### config.mk
export PLATFORM = sky130hd
export DESIGN_NAME = xmpl_dsp_seq
export DESIGN_NICKNAME = d
export VERILOG_FILES = /design/src/rtl/xmpl_dsp_pkg.sv /design/src/rtl/xmpl_dsp_tmo_cnt.sv /design/src/rtl/xmpl_dsp_seq.sv
export SDC_FILE = /design/constraint.sdc
export NUM_CORES = 1
export LEC_CHECK = 0
export CORE_MARGIN = 4
export CORE_UTILIZATION = 39
export CTS_BUF_LIST = sky130_fd_sc_hd__clkbuf_4
export DETAILED_ROUTE_END_ITERATION = 12
export PLACE_DENSITY_LB_ADDON = 0.3
export RECOVER_POWER = 50
export SLEW_MARGIN = 20
export SYNTH_ARGS = -nofsm -noshare
export SYNTH_HDL_FRONTEND = slang
export SYNTH_SLANG_ARGS = --single-unit
export TNS_END_PERCENT = 50
### constraint.sdc
create_clock -name clk_i -period 6.2 [get_ports clk_i]
set_input_delay 1.86 -clock clk_i [delete_from_list [all_inputs] [get_ports clk_i]]
set_output_delay 1.86 -clock clk_i [all_outputs]
set_load 0.02 [all_outputs]
### src/rtl/xmpl_dsp_pkg.sv
// Shared types for the DSP frame sequencer: FSM state and error encodings,
// plus small decode helpers used by the top-level FSM.
package xmpl_dsp_pkg;

    localparam int unsigned NUM_STAGES = 3;

    typedef enum logic [2:0] {
        ST_IDLE = 3'd0,
        ST_CIC  = 3'd1,
        ST_FLT  = 3'd2,
        ST_FFT  = 3'd3,
        ST_DONE = 3'd4,
        ST_ERR  = 3'd5
    } state_e;

    typedef enum logic [1:0] {
        ERR_NONE = 2'd0,
        ERR_CIC  = 2'd1,
        ERR_FLT  = 2'd2,
        ERR_FFT  = 2'd3
    } err_e;

    // Error code reported when the given stage's watchdog expires.
    function automatic err_e stage_err(input state_e s);
        case (s)
            ST_CIC:  return ERR_CIC;
            ST_FLT:  return ERR_FLT;
            ST_FFT:  return ERR_FFT;
            default: return ERR_NONE;
        endcase
    endfunction

    // One-hot stage enable vector {fft, flt, cic} for a state.
    function automatic logic [NUM_STAGES-1:0] stage_onehot(input state_e s);
        case (s)
            ST_CIC:  return 3'b001;
            ST_FLT:  return 3'b010;
            ST_FFT:  return 3'b100;
            default: return 3'b000;
        endcase
    endfunction

endpackage

### src/rtl/xmpl_dsp_tmo_cnt.sv
// Per-stage watchdog: counts cycles spent in the active stage and flags
// expiry on the last allowed cycle. A terminal value of zero disables it.
module xmpl_dsp_tmo_cnt #(
    parameter int TMO_W = 16
) (
    input  logic             clk,
    input  logic             reset_n,
    input  logic             clr,
    input  logic             en,
    input  logic [TMO_W-1:0] term,
    output logic             expired
);

    localparam logic [TMO_W-1:0] CNT_ZERO = {TMO_W{1'b0}};
    localparam logic [TMO_W-1:0] CNT_ONE  = {{(TMO_W-1){1'b0}}, 1'b1};
    localparam logic [TMO_W-1:0] CNT_MAX  = {TMO_W{1'b1}};

    logic [TMO_W-1:0] cnt_r;

    // Cycle counter, cleared on every state change and saturating so a
    // disabled watchdog never wraps.
    always_ff @(posedge clk) begin
        if (!reset_n) begin
            cnt_r <= CNT_ZERO;
        end else if (clr) begin
            cnt_r <= CNT_ZERO;
        end else if (en && (cnt_r != CNT_MAX)) begin
            cnt_r <= cnt_r + CNT_ONE;
        end
    end

    assign expired = en && (term != CNT_ZERO) && (cnt_r == (term - CNT_ONE));

endmodule

### src/rtl/xmpl_dsp_seq.sv
// Frame sequencer: runs CIC, filter and FFT stages in order for a programmed
// number of frames, with a watchdog per stage and abort/restart handling.
module xmpl_dsp_seq
    import xmpl_dsp_pkg::*;
#(
    parameter int FRAME_W = 8,
    parameter int TMO_W   = 16
) (
    input  logic               clk_i,
    input  logic               reset_n_i,
    input  logic               start_i,
    input  logic               abort_i,
    input  logic [FRAME_W-1:0] n_frames_i,
    input  logic [TMO_W-1:0]   timeout_i,
    input  logic               cic_done_i,
    input  logic               flt_done_i,
    input  logic               fft_done_i,
    output logic               en_cic_o,
    output logic               en_flt_o,
    output logic               en_fft_o,
    output logic               busy_o,
    output logic               done_o,
    output logic               err_o,
    output logic [1:0]         err_code_o,
    output logic [FRAME_W-1:0] frame_cnt_o,
    output logic [2:0]         state_o
);

    localparam logic [FRAME_W-1:0] FRM_ZERO = {FRAME_W{1'b0}};
    localparam logic [FRAME_W-1:0] FRM_ONE  = {{(FRAME_W-1){1'b0}}, 1'b1};
    localparam logic [FRAME_W-1:0] FRM_MAX  = {FRAME_W{1'b1}};

    state_e                  state_r, state_nxt_s;
    err_e                    err_code_r, err_code_nxt_s;
    logic [FRAME_W-1:0]      frame_cnt_r, n_frames_r, frame_inc_s;
    logic [TMO_W-1:0]        timeout_r;
    logic [NUM_STAGES-1:0]   en_r;
    logic                    busy_r, done_r, err_r;
    logic                    start_ok_s, accept_s, frame_step_s;
    logic                    in_stage_s, stage_done_s, tmo_exp_s;

    assign start_ok_s  = start_i && (n_frames_i != FRM_ZERO);
    assign in_stage_s  = (state_r == ST_CIC) || (state_r == ST_FLT) || (state_r == ST_FFT);
    assign stage_done_s = ((state_r == ST_CIC) && cic_done_i) ||
                          ((state_r == ST_FLT) && flt_done_i) ||
                          ((state_r == ST_FFT) && fft_done_i);
    assign frame_inc_s = (frame_cnt_r == FRM_MAX) ? frame_cnt_r : (frame_cnt_r + FRM_ONE);

    xmpl_dsp_tmo_cnt #(
        .TMO_W (TMO_W)
    ) u_tmo (
        .clk     (clk_i),
        .reset_n (reset_n_i),
        .clr     (state_nxt_s != state_r),
        .en      (in_stage_s),
        .term    (timeout_r),
        .expired (tmo_exp_s)
    );

    // Next-state decode; abort beats stage done, which beats the watchdog.
    always_comb begin
        state_nxt_s    = state_r;
        err_code_nxt_s = err_code_r;
        accept_s       = 1'b0;
        frame_step_s   = 1'b0;
        case (state_r)
            ST_IDLE, ST_ERR: begin
                if (abort_i) begin
                    state_nxt_s    = ST_IDLE;
                    err_code_nxt_s = ERR_NONE;
                end else if (start_ok_s) begin
                    state_nxt_s    = ST_CIC;
                    err_code_nxt_s = ERR_NONE;
                    accept_s       = 1'b1;
                end else begin
                    state_nxt_s = state_r;
                end
            end
            ST_CIC, ST_FLT, ST_FFT: begin
                if (abort_i) begin
                    state_nxt_s = ST_IDLE;
                end else if (stage_done_s) begin
                    if (state_r == ST_CIC) begin
                        state_nxt_s = ST_FLT;
                    end else if (state_r == ST_FLT) begin
                        state_nxt_s = ST_FFT;
                    end else begin
                        frame_step_s = 1'b1;
                        state_nxt_s  = (frame_inc_s == n_frames_r) ? ST_DONE : ST_CIC;
                    end
                end else if (tmo_exp_s) begin
                    state_nxt_s    = ST_ERR;
                    err_code_nxt_s = stage_err(state_r);
                end else begin
                    state_nxt_s = state_r;
                end
            end
            ST_DONE: begin
                state_nxt_s = ST_IDLE;
            end
            default: begin
                state_nxt_s    = ST_IDLE;
                err_code_nxt_s = ERR_NONE;
            end
        endcase
    end

    // State, run context and outputs, all decoded from the next state so the
    // outputs line up with the state they describe.
    always_ff @(posedge clk_i) begin
        if (!reset_n_i) begin
            state_r     <= ST_IDLE;
            err_code_r  <= ERR_NONE;
            frame_cnt_r <= FRM_ZERO;
            n_frames_r  <= FRM_ZERO;
            timeout_r   <= {TMO_W{1'b0}};
            en_r        <= {NUM_STAGES{1'b0}};
            busy_r      <= 1'b0;
            done_r      <= 1'b0;
            err_r       <= 1'b0;
        end else begin
            state_r    <= state_nxt_s;
            err_code_r <= err_code_nxt_s;
            if (accept_s) begin
                n_frames_r  <= n_frames_i;
                timeout_r   <= timeout_i;
                frame_cnt_r <= FRM_ZERO;
            end else if (frame_step_s) begin
                frame_cnt_r <= frame_inc_s;
            end
            en_r   <= stage_onehot(state_nxt_s);
            busy_r <= (state_nxt_s == ST_CIC) || (state_nxt_s == ST_FLT) ||
                      (state_nxt_s == ST_FFT);
            done_r <= (state_nxt_s == ST_DONE);
            err_r  <= (state_nxt_s == ST_ERR);
        end
    end

    assign en_cic_o    = en_r[0];
    assign en_flt_o    = en_r[1];
    assign en_fft_o    = en_r[2];
    assign busy_o      = busy_r;
    assign done_o      = done_r;
    assign err_o       = err_r;
    assign err_code_o  = err_code_r;
    assign frame_cnt_o = frame_cnt_r;
    assign state_o     = state_r;

endmodule
# --- After elaboration in Yosys (flattened, before gate mapping) ---
# Index checks and enable logic that the tools add are counted.
op_classes:
  add_sub_neg: 3
  multipliers: 0
  n_div: 0
  magnitude_cmp: 0
  n_eq_ne: 19
  shifts: 0
  mux: 26
  n_bitwise: 2
  reduce_logical: 21
ops:
  columns: ["operator", "n"]
  rows:
  - ["3-bit two-way mux", 8]
  - ["16-bit by 1-bit adder with 16-bit output (second input constant)", 1]
  - ["16-bit == test", 1]
  - ["16-bit inequality test (second input constant)", 1]
  - ["16-bit nonzero test", 1]
  - ["16-bit by 1-bit subtractor with 16-bit output (second input constant)", 1]
  - ["3-bit by 2-bit == test with 1-bit output (second input constant)", 4]
  - ["3-bit == test (second input constant)", 4]
  - ["2-bit one-hot mux with 3 select lines", 2]
  - ["2-bit two-way mux", 5]
  - ["3-bit one-hot mux with 3 select lines", 1]
  - ["8-bit by 1-bit adder with 8-bit output (second input constant)", 1]
  - ["8-bit == test", 1]
  - ["8-bit == test (second input constant)", 1]
  - ["1-bit two-way mux", 8]
  - ["8-bit two-way mux", 1]
  - ["8-bit nonzero test", 1]
  - ["1-bit logical AND", 7]
  - ["3-bit by 1-bit == test with 1-bit output (second input constant)", 2]
  - ["1-bit logical OR", 6]
  - ["2-bit inequality test (second input constant)", 3]
  - ["3-bit one-hot mux with 2 select lines", 1]
  - ["2-bit OR reduction", 3]
  - ["5-bit AND reduction", 1]
  - ["other kinds (5)", 6]
totals:
  ff_bits: 59
  latchBits: 0
  ram_bits: 0
  rom_bits: 0
  in_bits: 31
  out_inout_bits: 19
  word_cells: 81
  memories: 0

# --- Depth between registers and ports, before layout ---
depth:
  depth_word: 12
  ltp_mapped: 11
  depth_no_buf: 10

# --- Modules after synthesis ---
# Synthesis repeated with hierarchy kept, for this count alone.
hier_totals:
  cells_unflattened: 455
  area_unflattened_um2: 3761.1
by_module_without_submodules:
  columns: ["mod", "n_inst", "cells_per_inst", "area_each_um2", "seq_area_each_um2"]
  rows:
  - ["xmpl_dsp_seq", 1, 273, 2328.5, 860.8]
  - ["xmpl_dsp_tmo_cnt", 1, 182, 1432.6, 320.3]

# --- Worst setup path after synthesis ---
# Ideal clock, no wire load.
synth_timing:
  path_kind: "input port to flip-flop"
  from: "input port n_frames_i[0]"
  to: "register u_tmo.cnt_r[15]"
  setup_time_ns: 0.064
  arrival_time_ns: 3.461
  required_time_ns: 6.136
  setup_slack_ns: 2.675
  path_stages: 8
  path_buffers: 1
  path_cell_list: "nor4_1 > a21boi_1 > a211oi_1 > o21bai_1 > a221oi_1 > o221ai_4 > buf_6 > nor2_1"
synth_between:
  elab_chain_cells: 7
synth_rtl:
  columns: ["element", "line_no", "source"]
  rows:
  - ["start, declared", "xmpl_dsp_seq.sv:13", "input logic [FRAME_W-1:0] n_frames_i,"]
  - ["8-bit nonzero test", "xmpl_dsp_seq.sv:42", "assign start_ok_s = start_i && (n_frames_i != FRM_ZERO);"]
  - ["1-bit logical AND", "xmpl_dsp_seq.sv:42", null]
  - ["3-bit two-way mux", "xmpl_dsp_seq.sv:71", "end else if (start_ok_s) begin"]
  - ["3-bit two-way mux", "xmpl_dsp_seq.sv:68", "if (abort_i) begin"]
  - ["3-bit one-hot mux with 2 select lines", "xmpl_dsp_seq.sv:66", "case (state_r)"]
  - ["3-bit inequality test", "xmpl_dsp_seq.sv:54", ".clr (state_nxt_s != state_r),"]
  - ["2-bit OR reduction (no source line)", null, null]
  - ["end signal, assigned", "xmpl_dsp_tmo_cnt.sv:28", "cnt_r <= cnt_r + CNT_ONE;"]
  - ["end, declared", "xmpl_dsp_tmo_cnt.sv:18", "logic [TMO_W-1:0] cnt_r;"]
# No other way between the ends.
# A chain may end at the register's enable or synchronous reset.

# --- Worst setup path after layout ---
layout_timing:
  from: "input port n_frames_i[2]"
  to: "register frame_cnt_r[7] (netlist: frame_cnt_o[7])"
layout_between:
  elab_chain_cells: 6
layout_rtl:
  columns: ["element", "line_no", "source"]
  rows:
  - ["8-bit nonzero test", "xmpl_dsp_seq.sv:42", null]
  - ["1-bit logical AND", "xmpl_dsp_seq.sv:42", null]
  - ["1-bit two-way mux", "xmpl_dsp_seq.sv:71", null]
  - ["1-bit two-way mux", "xmpl_dsp_seq.sv:68", null]
  - ["1-bit two-way mux", "xmpl_dsp_seq.sv:66", null]
  - ["2-bit OR reduction (no source line)", null, null]
  - ["end signal, assigned", "xmpl_dsp_seq.sv:129", "frame_cnt_r <= frame_inc_s;"]
  - ["end, declared", "xmpl_dsp_seq.sv:35", "logic [FRAME_W-1:0] frame_cnt_r, n_frames_r, frame_inc_s;"]
# No other way between the ends.

==> results.sh <==
export IMPL_initial_core_util_pct=40.3
export IMPL_cts_hold_fix_buffers=0
export IMPL_avgSynthCellArea_um2=8.48
export IMPL_io_pins=50
export IMPL_grt_pass1_wl_um=14300
export IMPL_synthArstFlopShare_pct=0
export IMPL_post_cts_setup_buffer_count=0
export IMPL_drc=0
export IMPL_outcome="finished clean"
export IMPL_grt_max_degree=30
export IMPL_cts_sinks=59
export IMPL_ctsResizeCount=0
export IMPL_maxCapViolCount=0
export IMPL_clk_pin_slew_ps=110
export IMPL_tns_ps=0
export IMPL_clkLatencyLatePin_ps=420
export IMPL_end_kind="flop"
export IMPL_hold_start="err_code_o[1]"
export IMPL_critPathLaunch="n_frames_i[2]"
export IMPL_wl_per_cell_um=14.7
export IMPL_gr_total_overflow=0
export IMPL_place_gp_congestion=0.894
export IMPL_critPathArrivalTime_ps=4380
export IMPL_synth_seq_cells=59
export IMPL_synth_distinct_cells=68
export IMPL_chipHeight_um=103
export IMPL_fmax_ghz=0.247
export IMPL_p_leak_nw=1.75
export IMPL_drt_vias_per_instance=5.48
export IMPL_dieArea_mm2=0.0107
export IMPL_synth_cells=417
export IMPL_drt_iter0_markers=117
export IMPL_synth_fa_ha_area_share_pct=1.06
export IMPL_rsz0062_at_grt="no"
export IMPL_rows=34
export IMPL_cp_start_kind="input pin"
export IMPL_crit_path_max_fanout=21
export IMPL_worst_pin_slew_ps=933
export IMPL_yosys_mux_area_fraction_pct=7.65
export IMPL_drive_above_1_share_pct=6.03
export IMPL_cts_tree="built"
export IMPL_hpwl_um=6360
export IMPL_cts_path_max_buffers=2
export IMPL_irDropWorstVdd_mv=0.0931
export IMPL_netlist_area_mm2=0.00353
export IMPL_yosysWarnings=0
export IMPL_synthSimpleGateAreaFrac_pct=31.6
export IMPL_post_route_period_util_pct=65.2
export IMPL_antennaDiodeCount=0
export IMPL_hold_violations=0
export IMPL_ant_nets=0
export IMPL_grt_pass1_vias=3000
export IMPL_cp_required_ps=6540
export IMPL_fp_dieW_um=103
export IMPL_slew_violations=0
export IMPL_ys_seq_area_share_pct=33.4
export IMPL_skew_ps=15.9
export IMPL_finalSetupViolations=0
export IMPL_synth_compound_area_share_pct=11.9
export IMPL_power_density_mw_per_mm2=200
export IMPL_ys_flop_type="dfxtp_1"
export IMPL_worstHoldPathType="flop to flop"
export IMPL_timing_rr_start="frame_cnt_o[0]"
export IMPL_period_needed_ps=4040
export IMPL_antenna_found_initial=0
export IMPL_place_area_mm2=0.00406
export IMPL_dr_total_vias=3134
export IMPL_worst_setup_path_type="input pin to flop"
export IMPL_cts_made_buffers=9
export IMPL_syn_nets=451
export IMPL_htree_levels=3
export IMPL_dr_pass1_iters=4
export IMPL_wirelength_um=8400
export IMPL_slew_headroom_pct=37.7
export IMPL_finalInstanceArea_mm2=0.00420
export IMPL_fin_nets=493
export IMPL_core_mm2=0.00876
export IMPL_syn_to_final_growth_pct=18.8
export IMPL_synth_top_family_by_area="simple AND/OR/NAND/NOR gates"
export IMPL_clk_root_buffer_cell="clkbuf_4"
export IMPL_io_buffers=49
export IMPL_synth_xor_area_share_pct=10.7
export IMPL_synth_edf_count=0
export IMPL_grt_usage_pct=17.1
## cell type report
cell class | instances | area (um^2)
Tap cell | 108 | 135
Sequential cell | 59 | 1180
Timing Repair Buffer | 50 | 498
Clock buffer | 10 | 75.1
Clock inverter | 6 | 80.1
Multi-Input combinational cell | 333 | 2210
Inverter | 6 | 22.5
Fill cell | 869 | 4560
## Yosys cell counts, types with 3 or more instances
cell | count | area (um^2)
nor2_1 | 68 | 255
dfxtp_1 | 59 | 1180
mux2i_1 | 27 | 270
nand2_1 | 27 | 101
xor2_1 | 24 | 210
xnor2_1 | 19 | 166
nand3_1 | 15 | 75.1
a21oi_1 | 14 | 70.1
clkbuf_1 | 12 | 45.0
nand4_1 | 12 | 75.1
nor4_1 | 12 | 75.1
nand2b_1 | 10 | 62.6
and3_1 | 9 | 56.3
nor3_1 | 9 | 45.0
nor2b_1 | 7 | 43.8
and2_1 | 6 | 37.5
and4_1 | 6 | 52.6
inv_1 | 6 | 22.5
buf_6 | 4 | 45.0
o21ai_0 | 4 | 20.0
a211oi_1 | 3 | 22.5
ha_1 | 3 | 37.5
nor3b_1 | 3 | 22.5
o22ai_1 | 3 | 18.8
## where the power goes
group	switching (W)	total, W	internal (W)
clock	0.000143	0.000308	0.000165
combinational	0.0000665	0.000131	0.0000647
sequential	0.0000129	0.000401	0.000388
total	0.000222	0.000840	0.000617
## registers in the layout (all words and copies together), names as in the netlist
name         flops
state_o          3
n_frames_r       8
err_o            1
frame_cnt_o      8
timeout_r       16
err_code_o       2
en_r             3
u_tmo.cnt_r     16
done_o           1
busy_o           1
## metrics by stage
stage	util, %	hold WS [ps]	worst slack (ps)	cells	power (W)
2_1_floorplan	-	484	2670	417	0.000500
3_3_place_gp	46.3	477	1880	556	0.000540
3_5_place_dp	46.3	473	1910	556	0.000542
4_1_cts	48.1	486	2340	572	0.000853
5_1_grt	47.9	543	1930	572	0.000884
6_report	47.9	486	2160	572	0.000840
## critical path, cell delays in order
cell and delay (ps):
dlygate4sd3_1 560, nor4_1 260, a21boi_0 320, o211ai_1 400, buf_4 450, nand2_1 280, a311oi_1 240
## routing by layer
metal / share of wire, % / up-vias / wire, um / GRT usage (%)
met3: 6.1 / 10 / 515 / 4.83
li1: - / 1591 / - / -
met4: 1.8 / 0 / 153 / 6.67
met5: 0 / - / 0 / 0
met2: 47 / 87 / 3940 / 27.3
met1: 45 / 1446 / 3790 / 21.9
## cell usage in the layout, fill, tap and decap left out, types with 3 or more instances in the layout
| cell type | synthesis | layout |
|---|---|---|
| a211oi_1 | 3 | 3 |
| a21oi_1 | 14 | 14 |
| and2_1 | 6 | 5 |
| and3_1 | 9 | 9 |
| and4_1 | 6 | 6 |
| clkbuf_4 | 0 | 10 |
| clkdlybuf4s50_1 | 0 | 29 |
| dfxtp_1 | 59 | 59 |
| dlygate4sd3_1 | 0 | 20 |
| ha_1 | 3 | 3 |
| inv_1 | 6 | 6 |
| mux2i_1 | 27 | 27 |
| nand2_1 | 27 | 27 |
| nand2b_1 | 10 | 10 |
| nand3_1 | 15 | 15 |
| nand4_1 | 12 | 12 |
| nor2_1 | 68 | 68 |
| nor2b_1 | 7 | 7 |
| nor3_1 | 9 | 9 |
| nor3b_1 | 3 | 4 |
| nor4_1 | 12 | 12 |
| o21ai_0 | 4 | 4 |
| o22ai_1 | 3 | 3 |
| xnor2_1 | 19 | 19 |
| xor2_1 | 24 | 24 |
## path summary, 6_finish.rpt
path	depth (start not counted)	endpoint	slack, ps
worst min register to register	2	err_code_o[1]	490
worst max-delay path	7	frame_cnt_o[7]	2160
worst min-delay path	2	err_code_o[1]	490
worst max register to register	9	en_r[1]	3090
## cell families after synthesis
logic type	after synthesis
AO/OA/AOI/OAI	56
XOR/XNOR	43
adder cells (fa/ha/maj)	3
buffers and inverters	25
flip-flops	59
multiplexers	27
AND/OR/NAND/NOR	204
Note: power is estimated with default switching activity, not from simulation.
